## config.mk

```make
export PLATFORM = sky130hd
export DESIGN_NAME = ysyx_23060208_ifu
export DESIGN_NICKNAME = d
export VERILOG_FILES = /design/src/rtl/ysyx_23060208_ifu.sv
export SDC_FILE = /design/constraint.sdc
export NUM_CORES = 1
export LEC_CHECK = 0
export CAP_MARGIN = 0
export CORE_MARGIN = 5
export CORE_UTILIZATION = 40
export CTS_CLUSTER_DIAMETER = 40
export DETAILED_ROUTE_END_ITERATION = 6
export HOLD_SLACK_MARGIN = 0.08
export PLACE_DENSITY = 0.79
export SKIP_LAST_GASP = 1
export SYNTH_ARGS = -nofsm -noshare
export SYNTH_HDL_FRONTEND = slang
export SYNTH_SLANG_ARGS = --single-unit
```

## constraint.sdc

```tcl
create_clock -name clock -period 9.37 [get_ports clock]
set_input_delay 1.874 -clock clock [delete_from_list [all_inputs] [get_ports clock]]
set_output_delay 1.874 -clock clock [all_outputs]
set_load 0.005 [all_outputs]
```

## src/rtl/ysyx_23060208_ifu.sv

```systemverilog
// rtl/ysyx_23060208_ifu.sv - instruction fetch unit: one AXI4 single-beat read per instruction,
// hands {pc, inst} to the IDU and waits for the EXU's next-pc before fetching again.
module ysyx_23060208_ifu #(
    parameter int                  DATA_WIDTH = 32,
    parameter logic [DATA_WIDTH-1:0] RESET_PC = 32'h3000_0000
) (
    input  logic                      clock,
    input  logic                      reset,
    input  logic [DATA_WIDTH:0]       exu_to_ifu_bus,
    input  logic                      exu_to_ifu_valid,
    output logic                      isram_arvalid,
    input  logic                      isram_arready,
    output logic [DATA_WIDTH-1:0]     isram_araddr,
    output logic [3:0]                isram_arid,
    output logic [7:0]                isram_arlen,
    output logic [2:0]                isram_arsize,
    output logic [1:0]                isram_arburst,
    input  logic                      isram_rvalid,
    output logic                      isram_rready,
    input  logic [63:0]               isram_rdata,
    input  logic [1:0]                isram_rresp,
    input  logic                      isram_rlast,
    input  logic [3:0]                isram_rid,
    output logic [2*DATA_WIDTH-1:0]   ifu_to_idu_bus,
    output logic                      ifu_to_idu_valid,
    input  logic                      idu_allowin,
    output logic                      ifu_fault
);

    typedef enum logic [2:0] {
        S_BOOT     = 3'd0,
        S_FETCH_AR = 3'd1,
        S_FETCH_R  = 3'd2,
        S_SEND     = 3'd3,
        S_WAIT_NPC = 3'd4
    } state_e;

    localparam logic [DATA_WIDTH-1:0] PC_STEP = DATA_WIDTH'(4);

    state_e                    state_q, state_d;
    logic [DATA_WIDTH-1:0]     pc_q, pc_d;
    logic                      pend_q, pend_d;
    logic [DATA_WIDTH:0]       pend_bus_q, pend_bus_d;
    logic [3:0]                cnt_q;
    logic [3:0]                arid_q, arid_d;
    logic                      arvalid_q, arvalid_d;
    logic                      rready_q, rready_d;
    logic [2*DATA_WIDTH-1:0]   bus_q, bus_d;
    logic                      valid_q, valid_d;
    logic                      fault_q, fault_d;

    logic                      r_accept;
    logic                      npc_avail;
    logic [DATA_WIDTH:0]       npc_bus;
    logic [31:0]               inst;
    logic                      unused_rlast;

    // Bursts are always one beat long, so rlast carries no information.
    assign unused_rlast = isram_rlast;

    assign r_accept  = (state_q == S_FETCH_R) && isram_rvalid && (isram_rid == arid_q);
    assign npc_avail = exu_to_ifu_valid || pend_q;
    assign npc_bus   = exu_to_ifu_valid ? exu_to_ifu_bus : pend_bus_q;
    assign inst      = pc_q[2] ? isram_rdata[63:32] : isram_rdata[31:0];

    always_ff @(posedge clock or posedge reset) begin
        if (reset) begin
            state_q    <= S_BOOT;
            pc_q       <= RESET_PC;
            pend_q     <= 1'b0;
            pend_bus_q <= '0;
            cnt_q      <= 4'd0;
            arid_q     <= 4'd0;
            arvalid_q  <= 1'b0;
            rready_q   <= 1'b0;
            bus_q      <= '0;
            valid_q    <= 1'b0;
            fault_q    <= 1'b0;
        end else begin
            state_q    <= state_d;
            pc_q       <= pc_d;
            pend_q     <= pend_d;
            pend_bus_q <= pend_bus_d;
            cnt_q      <= cnt_q + 4'd1;
            arid_q     <= arid_d;
            arvalid_q  <= arvalid_d;
            rready_q   <= rready_d;
            bus_q      <= bus_d;
            valid_q    <= valid_d;
            fault_q    <= fault_d;
        end
    end

    always_comb begin
        state_d = state_q;
        case (state_q)
            S_BOOT:     state_d = S_FETCH_AR;
            S_FETCH_AR: if (isram_arready) state_d = S_FETCH_R;
            S_FETCH_R:  if (r_accept)      state_d = S_SEND;
            S_SEND:     if (idu_allowin)   state_d = S_WAIT_NPC;
            S_WAIT_NPC: if (npc_avail)     state_d = S_FETCH_AR;
            default:                       state_d = S_BOOT;
        endcase
    end

    always_comb begin
        pc_d       = pc_q;
        pend_d     = pend_q;
        pend_bus_d = pend_bus_q;
        arid_d     = arid_q;
        bus_d      = bus_q;

        if (state_q == S_WAIT_NPC) begin
            pend_d = 1'b0;
            if (npc_avail)
                pc_d = npc_bus[DATA_WIDTH] ? npc_bus[DATA_WIDTH-1:0] : pc_q + PC_STEP;
        end else if (state_q != S_BOOT && exu_to_ifu_valid) begin
            // Next-pc arriving while a fetch is still in flight is parked until WAIT_NPC.
            pend_d     = 1'b1;
            pend_bus_d = exu_to_ifu_bus;
        end

        if (state_d == S_FETCH_AR && state_q != S_FETCH_AR)
            arid_d = cnt_q;

        if (r_accept)
            bus_d = {pc_q, inst};

        arvalid_d = (state_d == S_FETCH_AR);
        rready_d  = (state_d == S_FETCH_R);
        valid_d   = (state_d == S_SEND);
        fault_d   = r_accept && (isram_rresp == 2'b11);
    end

    assign isram_arvalid    = arvalid_q;
    assign isram_araddr     = pc_q;
    assign isram_arid       = arid_q;
    assign isram_arlen      = 8'h00;
    assign isram_arsize     = 3'b010;
    assign isram_arburst    = 2'b01;
    assign isram_rready     = rready_q;
    assign ifu_to_idu_bus   = bus_q;
    assign ifu_to_idu_valid = valid_q;
    assign ifu_fault        = fault_q;

endmodule
```

==> Word level (Yosys, flattened, before mapping) <==
Cells that the tools add are included.
Widths: inputs -> output; s select.
{ "word_totals": {"out_inout_bits": 117, "inputBits": 110, "regBits": 145, "elab_cells": 45} }
{ "op_classes": {"n_addsub": 2, "eq_ne": 10, "reduce_logical": 11, "bitwise": 1, "n_mux": 10} }
{ "ops": {"columns": ["operator", "count"], "rows": [
  ["$mux 32", 2],
  ["$mux 33", 1],
  ["$add 32x3->32 const B", 1],
  ["$pmux 3 s5", 1],
  ["$eq 3x2->1 const B", 4],
  ["$mux 3", 4],
  ["$eq 3x1->1 const B", 2],
  ["$logic_and 1x1->1", 5],
  ["$add 4x1->4 const B", 1],
  ["$eq 4x4->1", 1],
  ["$reduce_and 2->1", 2],
  ["$eq 3x3->1 const B", 1],
  ["$logic_not 3->1", 1],
  ["$ne 3x1->1 const B", 1],
  ["$reduce_bool 3->1", 1],
  ["$eq 2x2->1 const B", 1],
  ["$mux 1", 2],
  ["$reduce_bool 2->1", 1],
  ["$logic_or 1x1->1", 1],
  ["$not 1->1", 1]
]} }

==> Depth between registers and ports, before layout <==
{ "depth": {"word_depth": 7, "mapped_depth": 8, "depth_no_buf": 6} }

==> Worst setup path after synthesis <==
OpenSTA, ideal clock, no wires.
{ "synth_timing": {"path_kind": "input port to flip-flop", "from": "in exu_to_ifu_valid", "to": "reg pc_q[17] (netlist: isram_araddr[17])", "required_time_ns": 9.248, "setup_slack_ns": 5.994, "cell_stages": 6, "t_arrival_ns": 3.254, "path_buffers": 1, "setup_ns": 0.122, "path_cell_list": "clkbuf_1 -> mux2i_1 -> nand2_1 -> nor4_1 -> a22o_1 -> a21oi_1"} }
{ "synth_between": {"elab_chain_len": 2, "word_cells_on_any_way": 4, "cone_classes": "2 x mux; 2 x reduce/logical"} }
{ "synth_lines": {"columns": ["element", "line", "source"], "rows": [
  ["start, declared", "10", "input logic exu_to_ifu_valid,"],
  ["$mux 33 or $logic_or 1x1->1 (tied branches)", "63, 62", null],
  ["$mux 32 or $reduce_and 2->1 (tied branches)", null, null],
  ["end signal, assigned", "81", "pc_q <= pc_d;"],
  ["end, declared", "41", "logic [DATA_WIDTH-1:0] pc_q, pc_d;"]
]} }
Parallel ways exist; a longest one is shown, timed or not.
A chain may end at the register's enable or synchronous reset.

==> Final worst setup path <==
Ends and elaborated chain as after synthesis.

==> summary.md <==
| Metric | Value |
|---|---|
| Reg2reg path depth | 7 |
| First-pass GRT wire length | 29.0 mm |
| Final hold slack | 0.482 ns |
| Minimum clock period | 4.00 ns |
| Fin cells | ~1100 |
| Total global routing overflow | 0 |
| Post-route ant nets | 0 |
| FMAX | 0.250 GHz |
| Int Power | 1.99 mW |
| R2r setup slk | 6.70 ns |
| Setup Skew | 0.00420 ns |
| Post-Route WL | between 15 and 20 mm |
| RSZ-0062 raised after global routing | false |
| Syn avg cell area | 11.2 um2 |
| Root buf cell | clkbuf_16 |
| Layout Area Growth over Synthesis | 41.5% |
| Pwr/cell area | between 200 and 300 nW/um2 |
| Wire per inst | roughly 17 um |
| Relative slew slack | 0.245 |
| Area contributors post-synth | dfrtp_1 51%, mux2_2 12%, mux2i_1 7.4% |
| Post-CTS setup buffer count | 0 |
| Worst r2r src | isram_araddr[2] |
| Worst Hold End | cnt_q[0] |
| Crit path arrival time | 4.30 ns |
| Die H | 143 um |
| Switch Pwr | 854 uW |
| Worst VDD drop | 0.138 mV |
| Die X | 143 um |
| Hold buffer count at CTS | 0 |
| Vias in the first global route | about 5600 |
| Clock tree from TritonCTS | yes |
| Combinational group share of total power | 0.352 |
| LEAKAGE | 4.25 nW |
| YS warnings | 0 |
| Flops & latches, synth | 145 |
| IO Pins | 227 |
| HP Class | reg -> reg |
| Initial antenna violation count | 2 |
| Clock Path Buffers | 2 |
| Hold Startpoint | cnt_q[0] |
| Sequential share of power | 0.384 |
| Setup TNS | 0 ns |
| Pins Over Slew Limit | 0 |
| PortBufs | 212 |
| Die area | 20300 um2 |
| Sw frac | 0.301 |
| Routability congestion estimate | 0.781 |
| WHS Path Cells | 1 |
| Via Count | 5535 |
| Post-route setup slack | 5.37 ns |
| Worst reg2reg path endpoint | isram_araddr[28] |
| # DRC | 0 |
| Initial Utilization | 0.407 |
| Post-synth EDFFs | 0 |
| Htree depth | 4 |
| Sequential share of the synthesized area | 0.517 |
| Final setup fails | 0 |
| Setup crit start kind | primary input |
| Num CTS Buffers | 17 |
| Initial drt markers | 369 |
| Worst setup EP type | flop |
| MaxCap Viol Count | 0 |
| Power share of the clock group | 0.264 |
| Kind of critical path | in -> reg |
| Final Util | 0.577 |
| Post-Syn Area | 7020 um2 |
| Clk slew on worst S/H paths | roughly 0.06 ns |
| Tcrit/Tclk final | 0.427 |
| DP HPWL | 12.7 mm |
| Synth cell types | 65 |
| Nets | 936 |
| Rows | 48 |
| Placed Instances | 1030 |
| Main synth FF type | dfrtp_1 |
| Data required, critical path | 9.67 ns |
| Worst Path Max Fanout | 45 |
| DR vias/cell | 5.22 |
| Layout cells sized above 1 | 0.163 |
| 1st-pass router iterations | 5 |
| Total GRT Usage | 0.180 |
| Asr flop ratio synth | 1.00 |
| Status | finished, final reports clean |
| Synth Instances | 626 |
| CTS Sinks | 145 |
| Worst skew pair latency | 0.42 ns |
| Hold Vio Cnt, Final | 0 |
| Top-area cell type share of the netlist area | 0.510 |
| Core area | 17200 um2 |
| Worst slew pin tran | ~1.1 ns |
| Post-cts sizing count | 0 |
| Largest net degree at the start of global routing | 98 |
| Setup slack at placement | 4.91 ns |
| Yosys top cell by area | dfrtp_1 |
| Ant diodes | 0 |
layout make-up:
cell class              count  area, um2
fillers                  1470       7300
clock buffers              22        474
well taps                 225        282
repair buffers            220       2180
multi-input cells         435       3170
flip-flops and latches    145       3630
inverters                   5       23.8
clock inverters             9        178
Yosys cell counts, drive strengths merged (7+ instances only):
cell type and instances:
nor2 64, nand4 7, dfrtp 143, and3 9
clkbuf 19, mux2 76, nor2b 8, nand3 19
buf 33, o22ai 7, a21oi 61, mux2i 52
nor3 7, nand2 22, o21ai 18
how the worst max path moves through the flow:
stage,startpoint,slack [ns],endpoint
final,exu_to_ifu_valid,5.37,isram_araddr[17]
after global routing,exu_to_ifu_valid,5.16,isram_araddr[21]
after floorplan,reset,3.60,cnt_q[0]
after global placement,exu_to_ifu_valid,4.94,isram_araddr[19]
after detailed placement,exu_to_ifu_valid,4.91,isram_araddr[15]
after CTS,exu_to_ifu_valid,5.36,isram_araddr[15]
power by group through the flow:
stage / Clock (mW) / Sequential, mW / Combinational, mW
finish: 0.749 / 1.09 / 1.00
global route: 0.792 / 1.13 / 1.10
CTS: 0.766 / 1.09 / 1.02
detailed placement: 0 / 1.10 / 1.01
global placement: 0 / 1.09 / 0.998
floorplan: 0 / 1.06 / 0.507
placed cells by master, fill, tap and decap left out, types with 4 or more instances in the layout:
| cell | synthesis | layout |
|---|---|---|
| a21oi_1 | 61 | 61 |
| and4_1 | 5 | 5 |
| o21ai_0 | 17 | 17 |
| nand4_1 | 6 | 6 |
| mux2_2 | 75 | 75 |
| a211oi_1 | 5 | 5 |
| buf_4 | 13 | 8 |
| nand3_1 | 17 | 17 |
| mux2i_1 | 52 | 51 |
| nor3_1 | 5 | 5 |
| inv_1 | 5 | 4 |
| o22ai_1 | 7 | 7 |
| a22o_1 | 4 | 4 |
| nand2_1 | 22 | 22 |
| clkbuf_16 | 0 | 17 |
| clkdlybuf4s50_1 | 0 | 211 |
| and3_1 | 8 | 8 |
| conb_1 | 2 | 13 |
| bufinv_16 | 0 | 5 |
| dfrtp_1 | 143 | 142 |
| nor2_1 | 64 | 64 |
| a31oi_1 | 5 | 5 |
| xor2_1 | 4 | 4 |
| a311oi_1 | 5 | 5 |
| nor2b_1 | 8 | 8 |
logic make-up (layout without fill, tap and decap cells):
logic type,count (synthesis),count (layout),synth area share
AO/OA/AOI/OAI,128,128,0.113
XOR/XNOR,6,6,0.00748
adder cells (fa/ha/maj),2,2,0.00356
buffers and inverters,57,256,0.0404
flip-flops,145,145,0.517
multiplexers,128,128,0.196
other,2,13,0.00107
AND/OR/NAND/NOR,158,158,0.122
worst max-delay path: stages:
cell and delay, ns:
buf_2 0.08, buf_4 0.51, mux2i_4 0.32, buf_4 0.42, nand2_1 0.22, nor4_1 0.53
a22o_1 0.25, a21oi_1 0.05
sequential cells by signal, indices dropped and copies added, names as in the netlist, 3 cells and up:
name / cells
ifu_to_idu_bus: 64
pend_bus_q: 33
isram_araddr: 32
cnt_q: 4
isram_arid: 4
state_q: 3
routing by layer:
layer,GRT usage,vias to the layer above,part of all wire
met3,0.0793,30,0.11
met1,0.217,2629,0.40
met2,0.293,231,0.48
met4,0.0555,4,0.014
met5,0,-,0.0013
li1,-,2641,-
through the flow:
step | power, mW | cell area (um2)
2_1_floorplan | 1.57 | 7060
3_3_place_gp | 2.08 | 9290
3_5_place_dp | 2.11 | 9290
4_1_cts | 2.88 | 9940
5_1_grt | 3.02 | 9940
6_report | 2.84 | 9940
Power figures use the tool's default switching activity.
